<file path="config.mk">
export PLATFORM = sky130hd
export DESIGN_NAME = dhcp_vlg_lease_ctl_flat
export DESIGN_NICKNAME = d
export VERILOG_FILES = /design/src/rtl/dhcp_vlg_lease_ctl_if.sv /design/src/rtl/dhcp_vlg_lease_ctl.sv /design/src/flat_wrapper.sv
export SDC_FILE = /design/constraint.sdc
export NUM_CORES = 1
export LEC_CHECK = 0
export ABC_CLOCK_PERIOD_IN_PS = 5900
export CORE_MARGIN = 8
export CORE_UTILIZATION = 50
export DETAILED_ROUTE_END_ITERATION = 6
export GPL_TIMING_DRIVEN = 0
export PLACE_DENSITY = 0.85
export REMOVE_ABC_BUFFERS = 1
export SLEW_MARGIN = 15
export SYNTH_ARGS = -nofsm -noshare
export SYNTH_HDL_FRONTEND = slang
export SYNTH_SLANG_ARGS = --single-unit
</file>
<file path="constraint.sdc">
create_clock -name clk -period 5.9 [get_ports clk]
set_clock_uncertainty 0.1 [all_clocks]
set_input_delay 0.885 -clock clk [delete_from_list [all_inputs] [get_ports clk]]
set_output_delay 0.885 -clock clk [all_outputs]
set_load 0.05 [all_outputs]
</file>
<file path="src/rtl/dhcp_vlg_lease_ctl_if.sv">
// dhcp_vlg_lease_ctl_if
// ---------------------
// Control handshake between the lease controller and the DHCP core.
//
// Handshake: the controller (master) raises dhcp_start for exactly one clock
// to launch a run. The core (slave) answers with dhcp_ready held high as a
// level, together with exactly one of dhcp_success / dhcp_fail. While
// dhcp_success is high, dhcp_assig_ip, lease_s and lease_val are valid.
// dhcp_ready may remain high for up to three cycles after a new start pulse
// (left over from the previous run). A response therefore only counts after
// the controller has seen dhcp_ready low at least once since its start pulse.
//
// Signals:
//   dhcp_start     master -> slave  one-cycle start pulse
//   dhcp_ready     slave -> master  run finished (success OR fail)
//   dhcp_success   slave -> master  run finished with an ACK
//   dhcp_fail      slave -> master  run finished without an address
//   dhcp_assig_ip  slave -> master  assigned IPv4 address
//   lease_s        slave -> master  lease time in seconds from the ACK
//   lease_val      slave -> master  lease_s present in the ACK
interface dhcp_vlg_lease_ctl_if;
  logic        dhcp_start;
  logic        dhcp_ready;
  logic        dhcp_success;
  logic        dhcp_fail;
  logic [31:0] dhcp_assig_ip;
  logic [31:0] lease_s;
  logic        lease_val;

  modport master (
    output dhcp_start,
    input  dhcp_ready, dhcp_success, dhcp_fail, dhcp_assig_ip, lease_s, lease_val
  );

  modport slave (
    input  dhcp_start,
    output dhcp_ready, dhcp_success, dhcp_fail, dhcp_assig_ip, lease_s, lease_val
  );
endinterface

</file>
<file path="src/rtl/dhcp_vlg_lease_ctl.sv">
// dhcp_vlg_lease_ctl
// ------------------
// Lease sequencer above the DHCP core. Acquires an address, counts the lease
// down in seconds, re-runs DHCP at T1 (half the lease) to renew, and retries
// failed runs with an exponential backoff. The validated address is published
// on ip/ip_val and withdrawn on expiry or when en drops.
//
// Ports:
//   clk        clock
//   rst        asynchronous, active-high reset
//   en         1 = acquire and maintain an address, 0 = release
//   dhcp       master side of the DHCP core handshake
//   ip         current local IPv4 address
//   ip_val     ip is usable (lease not expired)
//   state      FSM state: IDLE=0, START=1, WAIT=2, BOUND=3, BACKOFF=4
//   renew_cnt  successful acquisitions/renewals, saturating
//   fail_cnt   DHCP failures, saturating
module dhcp_vlg_lease_ctl #(
  parameter int unsigned TICKS_PER_SEC   = 125000000,
  parameter int unsigned DEFAULT_LEASE_S = 3600,
  parameter int unsigned MIN_LEASE_S     = 60,
  parameter int unsigned RETRY_BACKOFF_S = 4,
  parameter int unsigned MAX_BACKOFF_S   = 64
) (
  input  logic                        clk,
  input  logic                        rst,
  input  logic                        en,
  dhcp_vlg_lease_ctl_if.master        dhcp,
  output logic [31:0]                 ip,
  output logic                        ip_val,
  output logic [2:0]                  state,
  output logic [15:0]                 renew_cnt,
  output logic [7:0]                  fail_cnt
);

  typedef enum logic [2:0] {
    S_IDLE    = 3'd0,
    S_START   = 3'd1,
    S_WAIT    = 3'd2,
    S_BOUND   = 3'd3,
    S_BACKOFF = 3'd4
  } state_t;

  localparam int PW = (TICKS_PER_SEC > 1) ? $clog2(TICKS_PER_SEC) : 1;
  localparam logic [PW-1:0] PRESC_MAX = PW'(TICKS_PER_SEC - 1);

  state_t      st;
  logic [PW-1:0] presc;
  logic [31:0] lease_rem;
  logic [31:0] t1_rem;
  logic [31:0] backoff;
  logic        armed;   // seen dhcp_ready low since the last start pulse

  logic        sec_tick;
  logic [31:0] lease_dec;
  logic [31:0] t1_dec;
  logic [31:0] lease_l;
  logic [32:0] backoff_x2;
  logic [31:0] backoff_nxt;
  logic        rsp_live;
  logic        got_ack;
  logic        got_nak;

  assign state = st;

  // Prescaler is held at 0 in IDLE, so no tick can fire there.
  assign sec_tick = (st != S_IDLE) && (presc == PRESC_MAX);

  always_comb begin
    lease_dec = lease_rem;
    t1_dec    = t1_rem;
    if (sec_tick && (lease_rem != 32'd0)) lease_dec = lease_rem - 32'd1;
    if (sec_tick && (t1_rem != 32'd0))    t1_dec    = t1_rem - 32'd1;
  end

  // Lease to load from an ACK: floor-clamped when present, default otherwise.
  always_comb begin
    lease_l = 32'(DEFAULT_LEASE_S);
    if (dhcp.lease_val)
      lease_l = (dhcp.lease_s < 32'(MIN_LEASE_S)) ? 32'(MIN_LEASE_S) : dhcp.lease_s;
  end

  // Doubling is done one bit wider so a large backoff cannot wrap below the cap.
  assign backoff_x2  = {backoff, 1'b0};
  assign backoff_nxt = (backoff_x2 > 33'(MAX_BACKOFF_S)) ? 32'(MAX_BACKOFF_S)
                                                         : backoff_x2[31:0];

  assign rsp_live = (st == S_WAIT) && armed && dhcp.dhcp_ready;
  assign got_ack  = rsp_live && dhcp.dhcp_success;
  assign got_nak  = rsp_live && !dhcp.dhcp_success && dhcp.dhcp_fail;

  always_ff @(posedge clk or posedge rst) begin
    if (rst) begin
      st              <= S_IDLE;
      dhcp.dhcp_start <= 1'b0;
      ip              <= 32'd0;
      ip_val          <= 1'b0;
      renew_cnt       <= 16'd0;
      fail_cnt        <= 8'd0;
      lease_rem       <= 32'd0;
      t1_rem          <= 32'd0;
      backoff         <= 32'(RETRY_BACKOFF_S);
      presc           <= '0;
      armed           <= 1'b0;
    end else if (!en) begin
      // Release wins over everything; an in-flight run is abandoned.
      st              <= S_IDLE;
      dhcp.dhcp_start <= 1'b0;
      ip              <= 32'd0;
      ip_val          <= 1'b0;
      lease_rem       <= 32'd0;
      backoff         <= 32'(RETRY_BACKOFF_S);
      presc           <= '0;
      armed           <= 1'b0;
    end else begin
      dhcp.dhcp_start <= 1'b0;
      presc     <= ((st == S_IDLE) || (presc == PRESC_MAX)) ? '0 : presc + PW'(1);
      lease_rem <= lease_dec;
      t1_rem    <= t1_dec;
      // Tracks the next lease value so ip_val falls together with lease_rem.
      ip_val    <= (lease_dec != 32'd0);

      case (st)
        S_IDLE: begin
          // dhcp_start is registered on entry so it is high exactly in START.
          st              <= S_START;
          dhcp.dhcp_start <= 1'b1;
        end
        S_START: begin
          armed <= 1'b0;
          st    <= S_WAIT;
        end
        S_WAIT: begin
          if (!dhcp.dhcp_ready) armed <= 1'b1;
          if (got_ack) begin
            // Load overrides any decrement from a tick in this cycle.
            ip        <= dhcp.dhcp_assig_ip;
            lease_rem <= lease_l;
            t1_rem    <= lease_l >> 1;
            ip_val    <= (lease_l != 32'd0);
            backoff   <= 32'(RETRY_BACKOFF_S);
            if (renew_cnt != 16'hFFFF) renew_cnt <= renew_cnt + 16'd1;
            st        <= S_BOUND;
          end else if (got_nak) begin
            if (fail_cnt != 8'hFF) fail_cnt <= fail_cnt + 8'd1;
            t1_rem  <= backoff;
            backoff <= backoff_nxt;
            st      <= S_BACKOFF;
          end
        end
        S_BOUND, S_BACKOFF: begin
          // t1_rem doubles as renewal timer (BOUND) and retry timer (BACKOFF).
          if (t1_rem == 32'd0) begin
            st              <= S_START;
            dhcp.dhcp_start <= 1'b1;
          end
        end
        default: st <= S_IDLE;
      endcase
    end
  end

endmodule

</file>
<file path="src/flat_wrapper.sv">
// flat-port wrapper written by rule: the top's interface ports become plain ports
module dhcp_vlg_lease_ctl_flat 
#(
  parameter int unsigned TICKS_PER_SEC   = 125000000,
  parameter int unsigned DEFAULT_LEASE_S = 3600,
  parameter int unsigned MIN_LEASE_S     = 60,
  parameter int unsigned RETRY_BACKOFF_S = 4,
  parameter int unsigned MAX_BACKOFF_S   = 64
)
  (clk, rst, en, ip, ip_val, state, renew_cnt, fail_cnt, dhcp_dhcp_start, dhcp_dhcp_ready, dhcp_dhcp_success, dhcp_dhcp_fail, dhcp_dhcp_assig_ip, dhcp_lease_s, dhcp_lease_val);
  dhcp_vlg_lease_ctl_if dhcp_i ();
  input  logic clk;
  input  logic rst;
  input  logic en;
  output logic [31:0] ip;
  output logic ip_val;
  output logic [2:0] state;
  output logic [15:0] renew_cnt;
  output logic [7:0] fail_cnt;
  output wire logic [$bits(dhcp_i.dhcp_start)-1:0] dhcp_dhcp_start;
  input wire logic [$bits(dhcp_i.dhcp_ready)-1:0] dhcp_dhcp_ready;
  input wire logic [$bits(dhcp_i.dhcp_success)-1:0] dhcp_dhcp_success;
  input wire logic [$bits(dhcp_i.dhcp_fail)-1:0] dhcp_dhcp_fail;
  input wire logic [$bits(dhcp_i.dhcp_assig_ip)-1:0] dhcp_dhcp_assig_ip;
  input wire logic [$bits(dhcp_i.lease_s)-1:0] dhcp_lease_s;
  input wire logic [$bits(dhcp_i.lease_val)-1:0] dhcp_lease_val;
  assign dhcp_dhcp_start = dhcp_i.dhcp_start;
  assign dhcp_i.dhcp_ready = dhcp_dhcp_ready;
  assign dhcp_i.dhcp_success = dhcp_dhcp_success;
  assign dhcp_i.dhcp_fail = dhcp_dhcp_fail;
  assign dhcp_i.dhcp_assig_ip = dhcp_dhcp_assig_ip;
  assign dhcp_i.lease_s = dhcp_lease_s;
  assign dhcp_i.lease_val = dhcp_lease_val;
  dhcp_vlg_lease_ctl #(.TICKS_PER_SEC(TICKS_PER_SEC), .DEFAULT_LEASE_S(DEFAULT_LEASE_S), .MIN_LEASE_S(MIN_LEASE_S), .RETRY_BACKOFF_S(RETRY_BACKOFF_S), .MAX_BACKOFF_S(MAX_BACKOFF_S)) u_core (.clk(clk), .rst(rst), .en(en), .dhcp(dhcp_i), .ip(ip), .ip_val(ip_val), .state(state), .renew_cnt(renew_cnt), .fail_cnt(fail_cnt));
endmodule
</file>
# Yosys cells after proc, flatten, opt, wreduce, memory -nomap -nowiden
# Cells that the tools add are included.
word_totals:
  ff_bits: 185
  input_bits: 71
  output_inout_bits: 61
  wordCells: 91
op_classes:
  n_addsub: 5
  magnitude_cmp: 2
  n_eq_ne: 14
  mux: 34
  bitwise_logic: 1
  reduce_logical: 24
op_table:
  columns: ["op", "n"]
  rows:
  - ["2-to-1 mux 32 bit", 18]
  - ["nonzero test 32 bit", 4]
  - ["subtractor 32 x 1 -> 32 bit (second input constant)", 2]
  - ["2-to-1 mux 27 bit", 2]
  - ["greater-than comparator 33 x 7 -> 1 bit (second input constant)", 1]
  - ["zero test 32 bit", 1]
  - ["less-than comparator 32 x 6 -> 1 bit (second input constant)", 1]
  - ["adder 27 x 1 -> 27 bit (second input constant)", 1]
  - ["equality test 27 bit (second input constant)", 1]
  - ["adder 16 x 1 -> 16 bit (second input constant)", 1]
  - ["!= test 16 bit (second input constant)", 1]
  - ["2-to-1 mux 3 bit", 4]
  - ["case mux 3 bit (4 select lines)", 1]
  - ["adder 8 x 1 -> 8 bit (second input constant)", 1]
  - ["logical AND 1 bit", 8]
  - ["!= test 8 bit (second input constant)", 1]
  - ["AND reduction 2 bit", 4]
  - ["2-to-1 mux 1 bit", 7]
  - ["equality test 3 x 2 -> 1 bit (second input constant)", 2]
  - ["!= test 3 x 1 -> 1 bit (second input constant)", 2]
  - ["AND reduction 5 bit", 1]
  - ["!= test 2 x 1 -> 1 bit (second input constant)", 2]
  - ["!= test 4 x 2 -> 1 bit (second input constant)", 1]
  - ["case mux 1 bit (2 select lines)", 2]
  - ["other kinds (11)", 11]

# Longest topological paths before layout
logic_depth:
  word_depth: 9
  ltp_mapped: 12
  depth_no_buf: 9

# Least setup slack after synthesis
# Ideal clock, no wire load.
synth_timing:
  path_type: "input -> register"
  from: "input dhcp_dhcp_ready"
  to: "register u_core.fail_cnt[1]"
  setup_ns: 0.125
  t_arrival_ns: 2.770
  required_time_ns: 5.675
  setup_slack_ns: 2.905
  stages: 6
  n_path_buf: 1
  cell_sequence: "nand3b_1 -> nor3b_1 -> clkbuf_1 -> nand2_1 -> a31oi_1 -> mux2_2"
synth_between:
  elab_chain_cells: 4
  elab_cells_between_ends: 6
  classes_between: "bitwise: 1; reduce/logical: 5"
synth_rtl:
  columns: ["item", "line_no", "rtl"]
  rows:
  - ["from (decl)", "flat_wrapper.sv:21", "input wire logic [$bits(dhcp_i.dhcp_ready)-1:0] dhcp_dhcp_ready;"]
  - ["logical AND 1 bit (*)", "dhcp_vlg_lease_ctl.sv:88", "assign rsp_live = (st == S_WAIT) && armed && dhcp.dhcp_ready;"]
  - ["logical AND 1 bit (on tied branches)", "dhcp_vlg_lease_ctl.sv:90, dhcp_vlg_lease_ctl.sv:89", null]
  - ["logical AND 1 bit or inverter 1 bit (tied branches)", null, null]
  - ["AND reduction 5 bit (no line) (*)", null, null]
  - ["to (signal assigned)", "dhcp_vlg_lease_ctl.sv:145", "if (fail_cnt != 8'hFF) fail_cnt <= fail_cnt + 8'd1;"]
  - ["to (decl)", "dhcp_vlg_lease_ctl.sv:33", "output logic [7:0] fail_cnt"]
# Every way passes the cells marked *; elsewhere a longest branch is shown, timed or not.
# A chain may end at the register's enable or synchronous reset.

# Final worst setup path
layout_timing:
  from: "register u_core.presc[0]"
  to: "register u_core.t1_rem[25]"
layout_between:
  elab_chain_cells: 7
layout_rtl:
  columns: ["item", "line_no", "rtl"]
  rows:
  - ["from (decl)", "dhcp_vlg_lease_ctl.sv:48", "logic [PW-1:0] presc;"]
  - ["from (signal assigned)", "dhcp_vlg_lease_ctl.sv:117", "presc <= ((st == S_IDLE) || (presc == PRESC_MAX)) ? '0 : presc + PW'(1);"]
  - ["equality test 27 bit (*)", "dhcp_vlg_lease_ctl.sv:67", "assign sec_tick = (st != S_IDLE) && (presc == PRESC_MAX);"]
  - ["logical AND 1 bit (*)", "dhcp_vlg_lease_ctl.sv:67", null]
  - ["logical AND 1 bit (*)", "dhcp_vlg_lease_ctl.sv:73", "if (sec_tick && (t1_rem != 32'd0)) t1_dec = t1_rem - 32'd1;"]
  - ["2-to-1 mux 32 bit (*)", "dhcp_vlg_lease_ctl.sv:73", null]
  - ["2-to-1 mux 32 bit", "dhcp_vlg_lease_ctl.sv:144", "end else if (got_nak) begin"]
  - ["2-to-1 mux 32 bit", "dhcp_vlg_lease_ctl.sv:135", "if (got_ack) begin"]
  - ["2-to-1 mux 32 bit (*)", "dhcp_vlg_lease_ctl.sv:123", "case (st)"]
  - ["to (signal assigned)", "dhcp_vlg_lease_ctl.sv:119", "t1_rem <= t1_dec;"]
  - ["to (signal assigned)", "dhcp_vlg_lease_ctl.sv:139", "t1_rem <= lease_l >> 1;"]
  - ["to (signal assigned)", "dhcp_vlg_lease_ctl.sv:146", "t1_rem <= backoff;"]
  - ["to (decl)", "dhcp_vlg_lease_ctl.sv:50", "logic [31:0] t1_rem;"]
# Marked as above.

==> results.toml <==
[worst_setup_path]
startpoint = "u_core.presc[0]$_DFF_PP0_"
end_kind = "register"
slowest_stage = "a2111oi_4"
cp.arrival_ns = 3.85
crit_path_max_incr_delay_ns = 0.77
crit_path_start_kind = "register"
cp_max_fo = 10
worstPathRequired_ns = 6.10
crit_chain = "ha_1, nand3_1, nor4_1, nand3_1, a2111oi_4, nor4b_1, a21o_1, a22oi_1"
critPathKind = "register to register"
r2r-start = "u_core.presc[0]$_DFF_PP0_"
cp_common_cell = "nand3_1"

[yosys]
synth-main-ff-cell = "dfrtp_1"
ys_seq_area_frac = 0.464
synth_cells = 1076
async_reset_ff_frac = 1.00
synth_area_sq_um = 9870
yosys.cell_types.count = 71
ys_seq_elements = 183
yosys_warnings = 0
syn_area_per_cell_sq_um = 9.17
synth_edf_count = 0

[routing]
drc = 0
dr.pass1.iters = 6
totalWireLength_um = 29500
final_antenna_net_count = 0
avgRoutedWirePerCell_um = 20.2
via_count = 9137
drtIter0Drc = 1054
viasPerCell = 6.26

[min_path]
hp-class = "register to register"
hp-start = "u_core.renew_cnt[7]$_DFFE_PP0P_"

[cts]
post_cts_resized = 0
hold_buffers = 0
root_buffer = "clkbuf_16"
cts_buffers = 17
htreeDepth = 4
clk_path_buf_depth = 2
clock-sinks = 183
insertion_delay_ns = 0.44
cts_setup_buffers = 0
cts_tree = "yes"
clkTransAtPathRegs_ns = 0.09

[floorplanning]
initial_utilization = 0.509
rows = 51
fp.dieH_um = 156
die_w_um = 156
boundaryPins = 132
dieArea_sq_um = 24500
coreArea_sq_um = 19400

[timing]
period_share = 0.618
drv_slew = 0
worstMarginPinSlew_ns = 1.04
rsz0062_at_grt = "false"
slew_headroom = 0.308
min_period_ns = 3.64
setup_tns_ns = 0
fmax_mhz = 274
hold_viol_final = 0
setup_viol = 0
setup_ws_ns = 2.26

[cells_and_area]
syn_to_final_growth_pct = 22.5
fin_nets = 1259
diodes = 0
drive_gt1_frac = 0.0695
num-fill-cells = 1618

[pwr]
power_density_nw_per_um2 = 223
power_mw = 2.69
p_leak_nw = 4.84
ir_worst_vdd_mv = 0.213

[global_route]
grt-ovfl-total = 0
grt_usage = 0.246
antenna_found_initial = 2
grt_pass1_vias = 9139
grt_max_degree = 111
grt_first_pass_wirelength_um = 48000

[place]
post-place-ws_ns = 1.97
hpwlAfterDp_um = 20900
gp_congestion = 0.938
portBuffers = 131

[status]
status = "finished clean"

[run]
max_cap_viol_count = 0
-- cell usage after synthesis (all sizes together) (11+ instances only) --
master	number	area share
dfrtp	182	0.46
nand2	130	0.049
nor2	87	0.034
a21oi	83	0.042
clkbuf	51	0.019
nand3	51	0.026
nor4	47	0.034
xnor2	41	0.036
o21ai	32	0.016
nor3	31	0.017
and2	28	0.018
xor2	28	0.025
nand4	26	0.016
o21a	20	0.015
o22a	19	0.017
inv	17	0.0065
or3	17	0.011
a31oi	14	0.0089
a221o	13	0.013
a211oi	12	0.0096
and3	12	0.0076
or4	11	0.0088
-- worst max-delay path: cells and delay by family (launching register included) --
family / cells / cell delay [ns]
and+or+nand+nor: 4 / 1.77
DFF: 1 / 0.40
adders and majority gates: 1 / 0.21
AOI/OAI and AO/OA: 3 / 1.01
-- sequential cells by signal (all words and copies together) (netlist names) --
| name | flops |
|---|---|
| u_core.ip | 32 |
| u_core.lease_rem | 32 |
| u_core.t1_rem | 32 |
| u_core.backoff | 30 |
| u_core.presc | 27 |
| u_core.renew_cnt | 16 |
| u_core.fail_cnt | 8 |
| u_core.state | 3 |
| u_core.armed | 1 |
| u_core.dhcp.dhcp_start | 1 |
| u_core.ip_val | 1 |
-- metrics by stage --
step            util  cell area (sq um)  cells  hold WS [ns]
6_report       0.623              12100   1459         0.400
4_1_cts        0.623              12100   1459         0.402
5_1_grt        0.623              12100   1459         0.423
3_5_place_dp   0.592              11500   1427         0.383
2_1_floorplan      -               9630   1017         0.355
3_3_place_gp   0.581              11300   1413         0.375
-- per-layer routing --
layer	global-route usage	up-vias	routed length (um)	part of all wire
met1	0.307	4427	11900	0.40
met4	0.0966	4	947	0.032
met5	0	-	31	0.0011
met2	0.383	464	13400	0.46
met3	0.0849	80	3190	0.11
li1	-	4162	-	-
-- area by class of cell --
| cell class | instances | area (sq um) | area share |
|---|---|---|---|
| clock buffer | 18 | 429 | 0.0355 |
| clock inverter | 14 | 173 | 0.0143 |
| inverter | 18 | 77.6 | 0.00642 |
| multi-input combinational | 816 | 5010 | 0.415 |
| sequential | 183 | 4580 | 0.379 |
| tap | 265 | 332 | 0.0274 |
| timing repair buffer | 145 | 1480 | 0.123 |
-- cells in the final DEF (no fill, tap or decap), drive strengths merged, types with 14 or more instances in the layout --
master,n
nand3,51
o21a,20
o21ai,32
xnor2,41
a21oi,83
clkdlybuf4s50,130
nor4,47
or3,17
nor2,87
inv,25
nor3,31
clkbuf,18
nand4,26
and2,28
buf,15
a31oi,14
dfrtp,182
xor2,28
o22a,19
nand2,130
-- where the power goes --
part / leakage, nW / switching, mW / internal (mW)
logic: 2.14 / 0.139 / 0.0912
clock network: 0.293 / 0.593 / 0.578
registers: 2.41 / 0.0212 / 1.27
total: 4.84 / 0.753 / 1.94
-- logic make-up (layout without fill, tap and decap cells) --
| logic type | Yosys count | in the layout | synth area share |
|---|---|---|---|
| buffers and inverters | 77 | 195 | 0.0306 |
| and+or+nand+nor | 485 | 485 | 0.257 |
| DFF | 183 | 183 | 0.464 |
| xor gates and xnor gates | 69 | 69 | 0.0613 |
| AOI/OAI and AO/OA | 252 | 252 | 0.175 |
| muxes | 3 | 3 | 0.00330 |
| adders and majority gates | 7 | 7 | 0.00888 |
-- path summary, 6_finish.rpt --
path                                                   endpoint  slack, ns  cells after the start
worst max-delay path              u_core.t1_rem[25]$_DFFE_PP0P_       2.26                      8
worst min-delay path            u_core.renew_cnt[7]$_DFFE_PP0P_       0.40                      1
worst max register to register    u_core.t1_rem[25]$_DFFE_PP0P_       2.26                      8
worst min register to register  u_core.renew_cnt[7]$_DFFE_PP0P_       0.40                      1
max in group asynchronous          u_core.t1_rem[7]$_DFFE_PP0P_       3.93                      3
min in group asynchronous             u_core.ip[28]$_DFFE_PP0P_       0.81                      2
(Power assumes the default switching activity.)
